--- config.mk ---
export PLATFORM = sky130hd
export DESIGN_NAME = rv32m_muldiv_unit_flat
export DESIGN_NICKNAME = d
export VERILOG_FILES = /design/src/rtl/rv32m_muldiv_unit_pkg.sv /design/src/rtl/rv32m_muldiv_unit_if.sv /design/src/rtl/rv32m_muldiv_unit_abs_neg.sv /design/src/rtl/rv32m_muldiv_unit.sv /design/src/flat_wrapper.sv
export SDC_FILE = /design/constraint.sdc
export NUM_CORES = 1
export LEC_CHECK = 0
export CAP_MARGIN = 10
export CORE_MARGIN = 2
export CORE_UTILIZATION = 23
export DETAILED_ROUTE_END_ITERATION = 10
export GPL_ROUTABILITY_DRIVEN = 1
export PLACE_DENSITY = 0.41
export SETUP_SLACK_MARGIN = 0.15
export SLEW_MARGIN = 10
export SYNTH_ARGS = -nofsm -noshare
export SYNTH_HDL_FRONTEND = slang
export SYNTH_HIERARCHICAL = 1
export SYNTH_SLANG_ARGS = --single-unit
--- constraint.sdc ---
create_clock -name clk -period 4.6 [get_ports clk]
set_input_delay 0.69 -clock clk [delete_from_list [all_inputs] [get_ports clk]]
set_output_delay 0.69 -clock clk [all_outputs]
set_load 0.01 [all_outputs]
--- src/rtl/rv32m_muldiv_unit_pkg.sv ---
// Shared definitions for the RV32M multiply/divide unit: funct3 encodings,
// FSM state encoding, special-result constants and operand-sign helpers.
package muldiv_pkg;

  localparam logic [2:0] F3_MUL    = 3'b000;
  localparam logic [2:0] F3_MULH   = 3'b001;
  localparam logic [2:0] F3_MULHSU = 3'b010;
  localparam logic [2:0] F3_MULHU  = 3'b011;
  localparam logic [2:0] F3_DIV    = 3'b100;
  localparam logic [2:0] F3_DIVU   = 3'b101;
  localparam logic [2:0] F3_REM    = 3'b110;
  localparam logic [2:0] F3_REMU   = 3'b111;

  typedef enum logic [1:0] {
    IDLE = 2'd0,
    CALC = 2'd1,
    FIX  = 2'd2,
    DONE = 2'd3
  } state_t;

  localparam logic [31:0] DIV0_QUOT = 32'hFFFF_FFFF;
  localparam logic [31:0] INT_MIN   = 32'h8000_0000;

  // rs1 is treated as signed by everything except the unsigned-only ops
  function automatic logic op_signed_a(input logic [2:0] f3);
    return (f3 != F3_MULHU) && (f3 != F3_DIVU) && (f3 != F3_REMU);
  endfunction

  // rs2 is signed only for the fully signed ops (MULHSU keeps it unsigned)
  function automatic logic op_signed_b(input logic [2:0] f3);
    return (f3 == F3_MUL) || (f3 == F3_MULH) || (f3 == F3_DIV) || (f3 == F3_REM);
  endfunction

endpackage

--- src/rtl/rv32m_muldiv_unit_if.sv ---
// EX-stage bundle between the pipeline (master) and the mul/div unit (slave).
interface rv32m_muldiv_unit_if #(parameter int N = 32);

  logic         start;
  logic [2:0]   funct3;
  logic [N-1:0] rs1;
  logic [N-1:0] rs2;
  logic         flush;
  logic         stall;
  logic         done;
  logic [N-1:0] result;

  modport master (
    output start, funct3, rs1, rs2, flush,
    input  stall, done, result
  );

  modport slave (
    input  start, funct3, rs1, rs2, flush,
    output stall, done, result
  );

endinterface

--- src/rtl/rv32m_muldiv_unit_abs_neg.sv ---
// Conditional two's-complement negate, used both to take operand magnitudes
// and to restore the sign of the finished product/quotient/remainder.
module muldiv_abs_neg #(
  parameter int N = 32
) (
  input  logic [N-1:0] in,
  input  logic         neg,
  output logic [N-1:0] out
);

  // negate when requested, otherwise pass straight through
  always_comb begin
    out = neg ? ((~in) + N'(1)) : in;
  end

endmodule

--- src/rtl/rv32m_muldiv_unit.sv ---
// Iterative RV32M multiply/divide unit for the EX stage.
// Multiply is shift-add, divide is restoring, both on magnitudes, one bit per
// cycle, followed by a sign-fix cycle. Divide-by-zero and signed overflow
// finish in one cycle. Defining MULDIV_FAST_MUL_EN replaces the iterative
// multiply with a single-cycle combinational multiplier.
module rv32m_muldiv_unit
  import muldiv_pkg::*;
#(
  parameter int N = 32
) (
  input logic                 clk,
  input logic                 rst,
  rv32m_muldiv_unit_if.slave  bus
);

  state_t       state;
  state_t       state_nxt;
  logic [4:0]   cnt;
  logic [2:0]   op;
  logic         a_neg;
  logic         b_neg;
  logic [N-1:0] hi;
  logic [N-1:0] lo;
  logic [N-1:0] opb;
  logic         done_q;
  logic [N-1:0] result_q;
  logic         stall;

  logic         sa;
  logic         sb;
  logic [N-1:0] rs1_abs;
  logic [N-1:0] rs2_abs;
  logic         accept;
  logic         div_zero;
  logic         div_ovf;
  logic         shortcut;
  logic [N-1:0] shortcut_res;
  logic [N-1:0] special_res;

  logic [N:0]     mul_acc;
  logic [N:0]     div_shift;
  logic [N:0]     div_diff;
  logic [2*N-1:0] prod_fix;
  logic [N-1:0]   div_sel;
  logic           div_sel_neg;
  logic [N-1:0]   div_fix;
  logic [N-1:0]   fix_res;

  assign sa = op_signed_a(bus.funct3) & bus.rs1[N-1];
  assign sb = op_signed_b(bus.funct3) & bus.rs2[N-1];

  muldiv_abs_neg #(.N(N)) u_abs_a (.in(bus.rs1), .neg(sa), .out(rs1_abs));
  muldiv_abs_neg #(.N(N)) u_abs_b (.in(bus.rs2), .neg(sb), .out(rs2_abs));

  // spot the one-cycle cases (divide specials, and fast multiply if enabled)
  always_comb begin
    accept   = (state == IDLE) && bus.start && !bus.flush;
    div_zero = bus.funct3[2] && (bus.rs2 == '0);
    div_ovf  = bus.funct3[2] && !bus.funct3[0] &&
               (bus.rs1 == INT_MIN) && (bus.rs2 == DIV0_QUOT);
    if (div_zero) begin
      special_res = bus.funct3[1] ? bus.rs1 : DIV0_QUOT;
    end else begin
      special_res = bus.funct3[1] ? '0 : INT_MIN;
    end
  end

`ifdef MULDIV_FAST_MUL_EN
  logic [2*N-1:0] fast_prod;

  // single-cycle multiply on sign-extended operands; low 64 bits are exact
  always_comb begin
    fast_prod = {{N{sa}}, bus.rs1} * {{N{sb}}, bus.rs2};
    shortcut  = !bus.funct3[2] || div_zero || div_ovf;
    if (!bus.funct3[2]) begin
      shortcut_res = (bus.funct3 == F3_MUL) ? fast_prod[N-1:0] : fast_prod[2*N-1:N];
    end else begin
      shortcut_res = special_res;
    end
  end
`else
  // only the divide specials bypass the iteration
  always_comb begin
    shortcut     = div_zero || div_ovf;
    shortcut_res = special_res;
  end
`endif

  // one iteration step for each algorithm, plus the sign fix of the outcome
  always_comb begin
    mul_acc     = {1'b0, hi} + (lo[0] ? {1'b0, opb} : '0);
    div_shift   = {hi, lo[N-1]};
    div_diff    = div_shift - {1'b0, opb};
    div_sel     = op[1] ? hi : lo;
    div_sel_neg = op[1] ? a_neg : (a_neg ^ b_neg);
    if (op[2]) begin
      fix_res = div_fix;
    end else if (op == F3_MUL) begin
      fix_res = prod_fix[N-1:0];
    end else begin
      fix_res = prod_fix[2*N-1:N];
    end
  end

  muldiv_abs_neg #(.N(2*N)) u_fix_prod (.in({hi, lo}), .neg(a_neg ^ b_neg), .out(prod_fix));
  muldiv_abs_neg #(.N(N))   u_fix_div  (.in(div_sel),  .neg(div_sel_neg),   .out(div_fix));

  // state register
  always_ff @(posedge clk) begin
    if (rst) begin
      state <= IDLE;
    end else begin
      state <= state_nxt;
    end
  end

  // next-state logic; flush squashes from any state
  always_comb begin
    state_nxt = state;
    if (bus.flush) begin
      state_nxt = IDLE;
    end else begin
      case (state)
        IDLE: if (bus.start) state_nxt = shortcut ? DONE : CALC;
        CALC: if (cnt == 5'd31) state_nxt = FIX;
        FIX:  state_nxt = DONE;
        DONE: state_nxt = IDLE;
        default: state_nxt = IDLE;
      endcase
    end
  end

  // hold the pipeline from acceptance until the result is ready
  always_comb begin
    stall = ((state == IDLE) && bus.start && !bus.flush) ||
            (state == CALC) || (state == FIX);
  end

  // datapath: latch operands, iterate, and register the final result
  always_ff @(posedge clk) begin
    if (rst) begin
      cnt      <= '0;
      op       <= '0;
      a_neg    <= 1'b0;
      b_neg    <= 1'b0;
      hi       <= '0;
      lo       <= '0;
      opb      <= '0;
      done_q   <= 1'b0;
      result_q <= '0;
    end else begin
      done_q <= (state_nxt == DONE);
      case (state)
        IDLE: begin
          if (accept) begin
            op    <= bus.funct3;
            a_neg <= sa;
            b_neg <= sb;
            cnt   <= '0;
            hi    <= '0;
            lo    <= bus.funct3[2] ? rs1_abs : rs2_abs;
            opb   <= bus.funct3[2] ? rs2_abs : rs1_abs;
            if (shortcut) begin
              result_q <= shortcut_res;
            end
          end
        end
        CALC: begin
          cnt <= cnt + 5'd1;
          if (op[2]) begin
            if (!div_diff[N]) begin
              hi <= div_diff[N-1:0];
              lo <= {lo[N-2:0], 1'b1};
            end else begin
              hi <= div_shift[N-1:0];
              lo <= {lo[N-2:0], 1'b0};
            end
          end else begin
            hi <= mul_acc[N:1];
            lo <= {mul_acc[0], lo[N-1:1]};
          end
        end
        FIX: begin
          if (!bus.flush) begin
            result_q <= fix_res;
          end
        end
        default: begin
        end
      endcase
    end
  end

  assign bus.stall  = stall;
  assign bus.done   = done_q;
  assign bus.result = result_q;

endmodule

--- src/flat_wrapper.sv ---
// flat-port wrapper written by rule: the top's interface ports become plain ports
module rv32m_muldiv_unit_flat import muldiv_pkg::*;
#(
  parameter int N = 32
)
  (clk, rst, bus_start, bus_funct3, bus_rs1, bus_rs2, bus_flush, bus_stall, bus_done, bus_result);
  rv32m_muldiv_unit_if #(.N(N)) bus_i ();
  input logic clk;
  input logic rst;
  input wire logic [$bits(bus_i.start)-1:0] bus_start;
  input wire logic [$bits(bus_i.funct3)-1:0] bus_funct3;
  input wire logic [$bits(bus_i.rs1)-1:0] bus_rs1;
  input wire logic [$bits(bus_i.rs2)-1:0] bus_rs2;
  input wire logic [$bits(bus_i.flush)-1:0] bus_flush;
  output wire logic [$bits(bus_i.stall)-1:0] bus_stall;
  output wire logic [$bits(bus_i.done)-1:0] bus_done;
  output wire logic [$bits(bus_i.result)-1:0] bus_result;
  assign bus_i.start = bus_start;
  assign bus_i.funct3 = bus_funct3;
  assign bus_i.rs1 = bus_rs1;
  assign bus_i.rs2 = bus_rs2;
  assign bus_i.flush = bus_flush;
  assign bus_stall = bus_i.stall;
  assign bus_done = bus_i.done;
  assign bus_result = bus_i.result;
  rv32m_muldiv_unit #(.N(N)) u_core (.clk(clk), .rst(rst), .bus(bus_i));
endmodule
# After elaboration in Yosys (flattened, before gate mapping)
# Index checks and enable logic that the tools add are counted.
# Widths: inputs -> output; s select.
totals:
  ff_bits: 141
  latch_bits: 0
  ramBits: 0
  rom_bits: 0
  inputBits: 71
  out_inout_bits: 34
  elab_cells: 98
  memories: 0
classes:
  addsub: 7
  multipliers: 0
  n_div: 0
  order_cmp: 0
  n_eq_ne: 16
  shifts: 0
  n_mux: 33
  n_bitwise: 7
  n_reduce_logical: 25
ops:
  columns: ["cell", "count"]
  rows:
  - ["$mux 32", 20]
  - ["$pmux 32 s2", 3]
  - ["$add 32x1->32 const B", 3]
  - ["$not 32->32", 3]
  - ["$add 64x1->64 const B", 1]
  - ["$eq 32x32->1 const B", 2]
  - ["$mux 64", 1]
  - ["$not 64->64", 1]
  - ["$add 32x33->33", 1]
  - ["$sub 33x32->33", 1]
  - ["$logic_not 32->1", 1]
  - ["$pmux 5 s2", 1]
  - ["$logic_and 1x1->1", 8]
  - ["$mux 2", 4]
  - ["$pmux 2 s4", 1]
  - ["$eq 2x2->1 const B", 3]
  - ["$eq 3x3->1 const B", 2]
  - ["$logic_not 3->1", 2]
  - ["$logic_or 1x1->1", 6]
  - ["$ne 3x3->1 const B", 2]
  - ["$add 5x1->5 const B", 1]
  - ["$eq 5x5->1 const B", 1]
  - ["$mux 5", 1]
  - ["$ne 2x1->1 const B", 2]
  - ["12 further kinds", 17]

# Longest topological paths before layout
depth:
  depth_word: 10
  depth_mapped: 14

# By module
# Netlist, hierarchy kept.
by_module_without_submodules:
  columns: ["mod", "n_inst", "cells_per_inst", "area_each_um2"]
  rows:
  - ["rv32m_muldiv_unit", 1, 1551, 12189.2]
  - ["muldiv_abs_neg at u_core.u_abs_a ...", 3, 99, 777.0]
  - ["muldiv_abs_neg at u_core.u_fix_prod", 1, 206, 1649.1]

# Worst setup path before layout
# OpenSTA, ideal clock, no wires.
synth_timing:
  kind: "register to register"
  startpoint: "register u_core.lo[0]"
  endpoint: "register u_core.hi[31]"
  t_arrival_ns: 3.332
  required_time_ns: 4.497
  slack_ns: 1.164
  stages_incl_launch_ff: 15
  path_buffers: 1
  path_cell_list: "dfxtp_1 > clkbuf_1 > and2_1 > ha_1 > inv_1 > fa_1 > nor2b_1 > o31ai_1 > a211oi_2 > o22ai_2 > o41ai_4 > a41oi_1 > o31ai_1 > a21oi_1 > a2111oi_2"
synth_between:
  elab_chain_len: 4
synth_lines:
  columns: ["element", "line", "text"]
  rows:
  - ["start, declared", "rv32m_muldiv_unit.sv:23", "logic [N-1:0] lo;"]
  - ["start signal, assigned", "rv32m_muldiv_unit.sv:161", "lo <= bus.funct3[2] ? rs1_abs : rs2_abs;"]
  - ["start signal, assigned", "rv32m_muldiv_unit.sv:173", "lo <= {lo[N-2:0], 1'b1};"]
  - ["start signal, assigned", "rv32m_muldiv_unit.sv:176", "lo <= {lo[N-2:0], 1'b0};"]
  - ["$mux 32", "rv32m_muldiv_unit.sv:91", "mul_acc = {1'b0, hi} + (lo[0] ? {1'b0, opb} : '0);"]
  - ["$add 32x33->33", "rv32m_muldiv_unit.sv:91", null]
  - ["$mux 32", "rv32m_muldiv_unit.sv:170", "if (op[2]) begin"]
  - ["$pmux 32 s2", "rv32m_muldiv_unit.sv:153", "case (state)"]
  - ["end signal, assigned", "rv32m_muldiv_unit.sv:172", "hi <= div_diff[N-1:0];"]
  - ["end signal, assigned", "rv32m_muldiv_unit.sv:175", "hi <= div_shift[N-1:0];"]
  - ["end signal, assigned", "rv32m_muldiv_unit.sv:179", "hi <= mul_acc[N:1];"]
  - ["end, declared", "rv32m_muldiv_unit.sv:22", "logic [N-1:0] hi;"]
# Every way passes these cells.
# A chain may end at the register's enable or synchronous reset.

# Worst setup path after layout
layout_timing:
  startpoint: "register u_core.lo[31]"
  endpoint: "register u_core.hi[9]"
layout_between:
  elab_chain_len: 4
layout_lines:
  columns: ["element", "line", "text"]
  rows:
  - ["$sub 33x32->33", "rv32m_muldiv_unit.sv:93", "div_diff = div_shift - {1'b0, opb};"]
  - ["$mux 32", "rv32m_muldiv_unit.sv:171", "if (!div_diff[N]) begin"]
  - ["$mux 32", "rv32m_muldiv_unit.sv:170", null]
  - ["$pmux 32 s2", "rv32m_muldiv_unit.sv:153", null]
# Every way passes these cells.

==> results.py <==
metrics = {
    "run_status": {
        "outcome": "complete, no violations",
    },
    "sta": {
        "min_period_ns": 3.88,
        "tns_ns": 0,
        "worst_pin_slew_ns": 1.16,
        "clock_skew_ns": 0.0150,
        "hold_viol_final": 0,
        "drv_slew": 0,
        "setup_violations": 0,
        "relSlewSlack_pct": 22.5,
        "fmax_mhz": 258,
        "finalCritPeriodShare_pct": 84.4,
        "rsz0062_at_grt": "false",
    },
    "yosys": {
        "yosysMostFrequentCell": "xnor2_1",
        "synth_top_cells_by_count": "190 x xnor2_1, 151 x mux2i_1, 143 x nor2_1, 142 x nand2_1, 141 x dfxtp_1",
        "synth.distinct_cells": 90,
        "synth_xor_area_share_pct": 11.3,
        "synthMuxAreaShare_pct": 11.6,
        "syn-num-nets": 2197,
        "synth_top_cell_by_area": "dfxtp_1",
        "synth_seq_cells": 141,
        "syn_inst": 2054,
        "synth_area_leaders": "dfxtp_1 17%, xnor2_1 10%, mux2i_1 9.3%",
        "yosys.area_share.adder_pct": 5.66,
        "synth.top_cell.area_share_pct": 17.5,
        "ys_seq_area_share_pct": 17.5,
        "syn_area_per_cell_sq_um": 7.87,
        "synth_top_family_by_area": "compound AO/OA/AOI/OAI gates",
        "synthArstFlopShare_pct": 0,
        "synth-compound-area-share_pct": 26.8,
        "synth_edf_count": 0,
        "syn_area_sq_um": 16200,
        "yosys_most_used_dff": "dfxtp_1",
        "ys_warn_count": 6,
        "synthSimpleGateAreaFrac_pct": 22.3,
    },
    "pwr": {
        "vdd_drop_max_mv": 0.295,
        "p_leak_nw": 6.83,
        "power.density_nw_per_um2": 241,
    },
    "clocking": {
        "cts_root_buffer": "clkbuf_16",
        "clkLatencyLatePin_ns": 0.50,
        "ctsResizeCount": 0,
        "clkTransAtPathRegs_ns": 0.07,
        "numCtsBuffers": 17,
        "clock-sinks": 141,
        "cts_buffer_depth": 2,
        "cts_tree": "built",
        "cts_max_level": 4,
        "ctsHoldBuffers": 0,
        "cts_post_setup_buffers_inserted": 0,
    },
    "routing": {
        "drt_wl_total_um": 69000,
        "drc": 0,
        "wire_per_inst_um": 22.7,
        "vias": 16100,
        "drtAntennaViolNets": 0,
        "vias_per_cell": 5.30,
        "dr.pass1.iters": 8,
        "drt_iter0_markers": 1319,
    },
    "floorplanning": {
        "dieHeight_um": 269,
        "ios": 105,
        "dieArea_sq_um": 72400,
        "dieWidth_um": 269,
        "rows": 97,
        "initial_core_util_pct": 23.2,
        "core_area_sq_um": 69800,
    },
    "global_route": {
        "antenna_found_initial": 0,
        "grt_max_degree": 78,
        "grt_usage_pct": 18.7,
        "grt_overflow": 0,
        "grt_pass1_vias": 15600,
        "grt_pass1_wl_um": 103000,
    },
    "run": {
        "cap_violations": 0,
    },
    "final_layout": {
        "finish.utilization_pct": 27.1,
        "drive_gt1_share_pct": 10.1,
        "area_growth_syn_to_layout_pct": 17.0,
        "fin_nets": 2236,
        "diodes": 0,
        "fill_cells": 7604,
        "regArea_sq_um": 2830,
        "multiInputGateArea_sq_um": 12600,
    },
    "setup_path": {
        "rr_startpoint": "u_core/lo[31]",
        "worst_ep_required_time_ns": 4.95,
        "worstPathArrival_ns": 4.23,
        "path_class": "flip-flop to flip-flop",
        "crit_fanout": 27,
        "crit_start": "u_core/lo[31]",
        "reg2reg_slack_ns": 0.72,
        "cp-end-kind": "flip-flop",
        "setup.worst_path.start_class": "flip-flop",
    },
    "placement": {
        "place.gp.congestion": 0.902,
        "place_hpwl_um": 53200,
        "port_buffers": 104,
    },
    "hold_path": {
        "min_from": "u_core/cnt[4]",
        "hp-class": "flip-flop to flip-flop",
    },
}
## where the power goes
group          internal [mW]  leakage [nW]  switching [mW]
clock                  0.894         0.309           0.680
sequential              1.27          1.15           0.105
combinational          0.605          5.37            1.00
total                   2.77          6.83            1.79
## path summary, 6_finish.rpt
check / cells after the start / end
worst max-delay path: 13 / u_core/hi[9]
worst min-delay path: 2 / u_core/cnt[4]
worst max register to register: 13 / u_core/hi[9]
worst min register to register: 2 / u_core/cnt[4]
## registers in the layout, summed over array words and instances (netlist names)
| name | count |
|---|---|
| u_core/cnt | 5 |
| u_core/opb | 32 |
| u_core/lo | 32 |
| u_core/b_neg | 1 |
| u_core/state | 2 |
| u_core/a_neg | 1 |
| u_core/hi | 32 |
| u_core/bus.result | 32 |
| u_core/op | 3 |
| u_core/bus.done | 1 |
## area by class of cell
class | count | area share (%)
clock buffers | 18 | 2.38
clock inverters | 14 | 0.952
inverters | 61 | 1.21
multi-input cells | 1716 | 66.8
flip-flops and latches | 141 | 14.9
well taps | 940 | 6.22
repair buffers | 156 | 7.54
## routing by layer
| layer | GRT usage, % | wire length [um] |
|---|---|---|
| met1 | 25.4 | 32200 |
| met2 | 30.5 | 31900 |
| met3 | 2.25 | 2880 |
| met4 | 6.45 | 1980 |
| met5 | 0 | 0 |
## worst max-delay path: stages (launching register included)
cell,delay (ns)
dfxtp_1,0.53
inv_1,0.14
ha_1,0.26
fa_1,0.40
nand2b_1,0.18
a21o_1,0.18
a211o_1,0.36
a21boi_2,0.30
o31ai_2,0.14
nor3_4,0.21
buf_4,0.42
mux2_2,0.39
a21oi_1,0.14
nor3_1,0.06
## per-stage QoR
stage	cell area, sq um	instances	hold WS [ns]	worst slack (ns)	power, mW
global route	18900	3046	0.501	0.482	4.77
floorplan	16200	2054	0.436	1.16	2.40
CTS	18900	3046	0.489	0.737	4.59
finish	18900	3046	0.483	0.719	4.56
detailed placement	18300	3014	0.477	0.443	2.99
global placement	18300	3014	0.467	0.493	2.98
## placed cells by master (no fill, tap or decap), drive strengths merged, types with 70 or more instances in the layout
cell type	Yosys	final
a211oi	136	136
clkdlybuf4s50	0	102
nor2	144	144
mux2i	151	151
o21ai	129	129
a21oi	112	112
dfxtp	141	141
xnor2	190	190
ha	70	70
nand2	142	142
## cells by family (layout without fill, tap and decap cells)
logic type,count (synthesis),count (layout)
buf+inv,197,249
compound gates,614,614
fa+ha+maj,72,72
flops,141,141
xor+xnor,208,208
simple gates,638,638
mux,184,184
Power figures use the tool's default switching activity.
